==> config.mk <==
export PLATFORM = sky130hd
export DESIGN_NAME = cmp_nic
export DESIGN_NICKNAME = d
export VERILOG_FILES = /design/src/rtl/nic_pkg.sv /design/src/rtl/nic_chan_buf.sv /design/src/rtl/cmp_nic.sv
export SDC_FILE = /design/constraint.sdc
export NUM_CORES = 1
export LEC_CHECK = 0
export ABC_AREA = 1
export CAP_MARGIN = 40
export CELL_PAD_IN_SITES_DETAIL_PLACEMENT = 1
export CELL_PAD_IN_SITES_GLOBAL_PLACEMENT = 2
export CORE_UTILIZATION = 29
export CTS_CLUSTER_SIZE = 24
export DETAILED_ROUTE_END_ITERATION = 8
export PLACE_DENSITY_LB_ADDON = 0.1
export SYNTH_ARGS = -nofsm -noshare
export SYNTH_HDL_FRONTEND = slang
export SYNTH_SLANG_ARGS = --single-unit
export TNS_END_PERCENT = 5
==> constraint.sdc <==
create_clock -name clk -period 1.4 [get_ports clk]
set_input_delay 0.21 -clock clk [delete_from_list [all_inputs] [get_ports clk]]
set_output_delay 0.21 -clock clk [all_outputs]
set_load 0.02 [all_outputs]
==> src/rtl/nic_pkg.sv <==
// Shared constants and helpers for the cmp processor network interface.
// Bit numbers follow the processor's big-endian convention (bit 0 = MSB).
package nic_pkg;

  localparam int unsigned DATA_W = 64;
  localparam int unsigned ADDR_W = 2;

  localparam logic [ADDR_W-1:0] ADDR_IBUF  = 2'b00;
  localparam logic [ADDR_W-1:0] ADDR_ISTAT = 2'b01;
  localparam logic [ADDR_W-1:0] ADDR_OBUF  = 2'b10;
  localparam logic [ADDR_W-1:0] ADDR_OSTAT = 2'b11;

  localparam int unsigned STATUS_FULL_BIT = 63;
  localparam int unsigned PKT_VC_BIT      = 0;

  // Vectors are declared [DATA_W-1:0]; big-endian bit n sits at index DATA_W-1-n.
  localparam int unsigned STATUS_FULL_IDX = DATA_W - 1 - STATUS_FULL_BIT;
  localparam int unsigned PKT_VC_IDX      = DATA_W - 1 - PKT_VC_BIT;

  function automatic logic [DATA_W-1:0] status_word(input logic full);
    logic [DATA_W-1:0] w;
    w = '0;
    w[STATUS_FULL_IDX] = full;
    return w;
  endfunction

endpackage

==> src/rtl/nic_chan_buf.sv <==
// Single-entry 64-bit channel buffer with a full flag.
// Load wins over clear; the top never asserts both on one edge except a read of an empty buffer.
module nic_chan_buf
  import nic_pkg::*;
(
  input  logic              clk,
  input  logic              reset,
  input  logic              load,
  input  logic              clr,
  input  logic [DATA_W-1:0] d,
  output logic [DATA_W-1:0] q,
  output logic              full
);

  always_ff @(posedge clk or negedge reset) begin
    if (!reset) begin
      q    <= '0;
      full <= 1'b0;
    end else if (load) begin
      q    <= d;
      full <= 1'b1;
    end else if (clr) begin
      full <= 1'b0;
    end
  end

endmodule

==> src/rtl/cmp_nic.sv <==
// Network interface between the cmp data-memory port and the ring router:
// one output-channel and one input-channel buffer, memory-mapped to the processor.
module cmp_nic
  import nic_pkg::*;
(
  input  logic              clk,
  input  logic              reset,
  input  logic [ADDR_W-1:0] addr,
  input  logic [DATA_W-1:0] d_in,
  output logic [DATA_W-1:0] d_out,
  input  logic              nicEn,
  input  logic              nicWrEn,
  output logic              net_so,
  input  logic              net_ro,
  output logic [DATA_W-1:0] net_do,
  input  logic              net_polarity,
  input  logic              net_si,
  output logic              net_ri,
  input  logic [DATA_W-1:0] net_di
);

  logic [DATA_W-1:0] ibuf;
  logic [DATA_W-1:0] obuf;
  logic [DATA_W-1:0] rd_data;
  logic              in_full;
  logic              out_full;
  logic              rd_en;
  logic              rd_ibuf;
  logic              wr_obuf;
  logic              inject;
  logic              eject;

  assign net_ri  = ~in_full;
  assign rd_en   = nicEn & ~nicWrEn;
  assign rd_ibuf = rd_en & (addr == ADDR_IBUF);
  // A write to a full output buffer is dropped, even when it drains on the same edge.
  assign wr_obuf = nicEn & nicWrEn & (addr == ADDR_OBUF) & ~out_full;
  assign inject  = out_full & net_ro & (net_polarity == obuf[PKT_VC_IDX]);
  assign eject   = net_si & ~in_full;

  always_comb begin
    rd_data = '0;
    case (addr)
      ADDR_IBUF:  rd_data = ibuf;
      ADDR_ISTAT: rd_data = status_word(in_full);
      ADDR_OBUF:  rd_data = '0;
      ADDR_OSTAT: rd_data = status_word(out_full);
    endcase
  end

  always_ff @(posedge clk or negedge reset) begin
    if (!reset) begin
      d_out  <= '0;
      net_so <= 1'b0;
      net_do <= '0;
    end else begin
      net_so <= inject;
      if (inject) begin
        net_do <= obuf;
      end
      if (rd_en) begin
        d_out <= rd_data;
      end
    end
  end

  nic_chan_buf u_ibuf (
    .clk   (clk),
    .reset (reset),
    .load  (eject),
    .clr   (rd_ibuf),
    .d     (net_di),
    .q     (ibuf),
    .full  (in_full)
  );

  nic_chan_buf u_obuf (
    .clk   (clk),
    .reset (reset),
    .load  (wr_obuf),
    .clr   (inject),
    .d     (d_in),
    .q     (obuf),
    .full  (out_full)
  );

endmodule
==> impl_metrics.toml <==
[global_route]
overflow = 0
antenna_found_initial = 3
grt_max_degree = 48
grt_pass1_wl_mm = 49.1
grt_use_total = 0.177
grt_pass1_vias = 8663

[routing]
via_per_inst = 4.48
dr.first_iter.drc_count = 283
vias = 8234
drc_errors = 0
wl_per_cell_um = 16.6
drt-total-wl_mm = 30.6
drtAntennaViolNets = 0
drt-pass1-iter-count = 4

[sta]
final.min_clock_period_ns = 1.42
worst_slew_pin_slew_ns = 0.385
min_period_over_period = 1.01
relSlewSlack = 0.744
final-hold-violation-count = 0
finClkSkew_ns = 0.0125
max_freq_mhz = 705
setup_viol = 6
rsz0062_at_grt = "yes"
layout_setup_ws_ns = -0.0190
slew_viol_final = 0

[setup_path]
cpLargestDelayFamily = "flip-flops"
setup.worst_path.end = "net_do[4]"
endpoint_kind = "output port"
max_stage_delay_ns = 0.39
r2r_cells = 6
path_cells = "clkdlybuf4s15_2"
worst_ep_required_time_ns = 1.19
critPathLaunch = "net_do[4]"
path_buf_inv = 1
crit_fanout = 2
crit_type = "flop to output port"
start_kind = "flop"
r2r_end = "u_obuf.q[20]"
reg2reg_from = "u_obuf.full"
ff2ff_setup_slack_ns = 0.10
path_depth = 1
slowest_stage = "dfrtp_1"
worstPathArrival_ns = 1.21

[clock_network]
clkLatencyLatePin_ns = 0.55
cts_buffers = 30
cts_setup_buffers = 0
cts_buffer_depth = 3
clockRootBuffer = "clkbuf_16"
clk_pin_slew_ns = 0.06
htreeDepth = 1
cts_tree = "yes"
cts.sinks = 259

[yosys]
netlist_area_mm2 = 0.00997
synthDominantCellAreaShare = 0.650
synth_seq_cells = 259
ys_warn_count = 0
yosysSeqAreaShare = 0.650
synth_fp_nets = 1222
avgSynthCellArea_um2 = 9.19
synth_top_cell_by_area = "dfrtp_1"
synth_cells = 1085
yosys-top-cells-area = "dfrtp_1 65%, nand2_1 18%, nand4_1 4.0%, a21oi_1 2.3%, o21ai_0 2.3%"
synth.distinct_cells = 17

[finish]
layout-drive-gt1-share = 0.167
final_common_cell = "nand2_1"
final_cell_mix = "470 x nand2_1, 259 x dfrtp_1, 135 x clkdlybuf4s50_1"
nets = 1502
multiInputGateArea_mm2 = 0.00299
syn2layout_area_growth_pct = 38.5
stdcell_count = 1836
seq_area_mm2 = 0.00648
n_fill_cell = 3927

[die]
core_region_area_mm2 = 0.0337
die_area_mm2 = 0.0351
die_y_um = 187
core.rowCount = 67
io_pins = 267
initial_core_util = 0.296
die_w_um = 187

[placement]
gp_congestion = 0.723
numPortBuffers = 266
dp_hpwl_mm = 20.7
dp_cells = 1780

[flow_run]
maxCapViolCount = 0

[power_and_ir_drop]
peakVddDrop_mv = 1.04
power.density_mw_per_mm2 = 1930
p_leak_nw = 7.30
power_mw = 26.6

[outcome]
run_status = "finished, violations left"
failed_checks = "negative setup slack"

[min_path]
min_path_type = "input port to asynchronous set/reset pin"
==> power breakdown <==
part / switching (mW) / internal [mW] / total, mW
logic: 4.80 / 2.86 / 7.66
clock network: 3.03 / 4.35 / 7.38
registers: 1.39 / 10.2 / 11.6
total: 9.23 / 17.4 / 26.6
==> cell usage after synthesis <==
master	instances
nand2_1	471
dfrtp_1	259
nand4_1	63
inv_1	53
nor2_1	50
a21oi_1	45
o21ai_0	45
buf_2	30
nand3_1	26
clkbuf_1	22
buf_1	8
buf_6	4
buf_4	3
nand2_2	3
clkinv_1	1
inv_2	1
nor2_2	1
==> routing by layer <==
metal | up-vias | GRT usage | wire (µm)
met5 | - | 0 | 13
met4 | 2 | 0.0432 | 685
met3 | 42 | 0.0437 | 1940
met2 | 202 | 0.285 | 14000
met1 | 4000 | 0.238 | 14000
li1 | 3988 | - | -
==> registers in the layout, indices dropped and copies added, names as in the netlist <==
register	flops
d_out	64
net_do	64
net_so	1
u_ibuf.full	1
u_ibuf.q	64
u_obuf.full	1
u_obuf.q	64
==> per-stage QoR <==
step                      cell area, µm²  utilization  setup TNS (ns)  hold slack (ns)  setup WS [ns]
after CTS                          13800        0.409          -0.462            0.150        -0.0566
after global placement             13500        0.399          -32.02            0.144         -0.228
after global routing               13800        0.410          -0.456            0.166        -0.0703
final                              13800        0.410         -0.0655            0.164        -0.0190
after floorplan                     9970            -               0          -0.0856          0.227
after detailed placement           13500        0.399          -36.36            0.135         -0.263
==> layout make-up <==
type | count | share of cell area
Antenna cell | 2 | 0.000362
Clock buffer | 48 | 0.0651
Clock inverter | 5 | 0.00181
Inverter | 55 | 0.0150
Multi-Input combinational cell | 704 | 0.216
Sequential cell | 259 | 0.469
Tap cell | 448 | 0.0406
Timing Repair Buffer | 315 | 0.192
==> timing repair <==
item | CTS | global route
setup endpoints to repair | 130 | 35
gates resized for setup | 513 | 10
hold buffers | 1 | 0
pin swaps | 0 | 0
endpoints found under the hold margin | 259 | 0
==> how the worst min path moves through the flow <==
stage | to | cells past startpoint
2_1_floorplan | d_out[0] | 0
3_3_place_gp | net_do[50] | 1
3_5_place_dp | net_do[49] | 1
4_1_cts | net_do[49] | 2
5_1_grt | net_do[49] | 2
6_report | net_do[49] | 2
==> cell families (layout without fill, tap and decap cells) <==
| logic type | count (synthesis) | after routing | synth area share |
|---|---|---|---|
| buffers and inverters | 122 | 423 | 0.0538 |
| AO/OA/AOI/OAI | 90 | 90 | 0.0452 |
| flip-flops | 259 | 259 | 0.650 |
| other | 0 | 2 | 0 |
| AND/OR/NAND/NOR | 614 | 614 | 0.251 |
(Power assumes the default switching activity.)
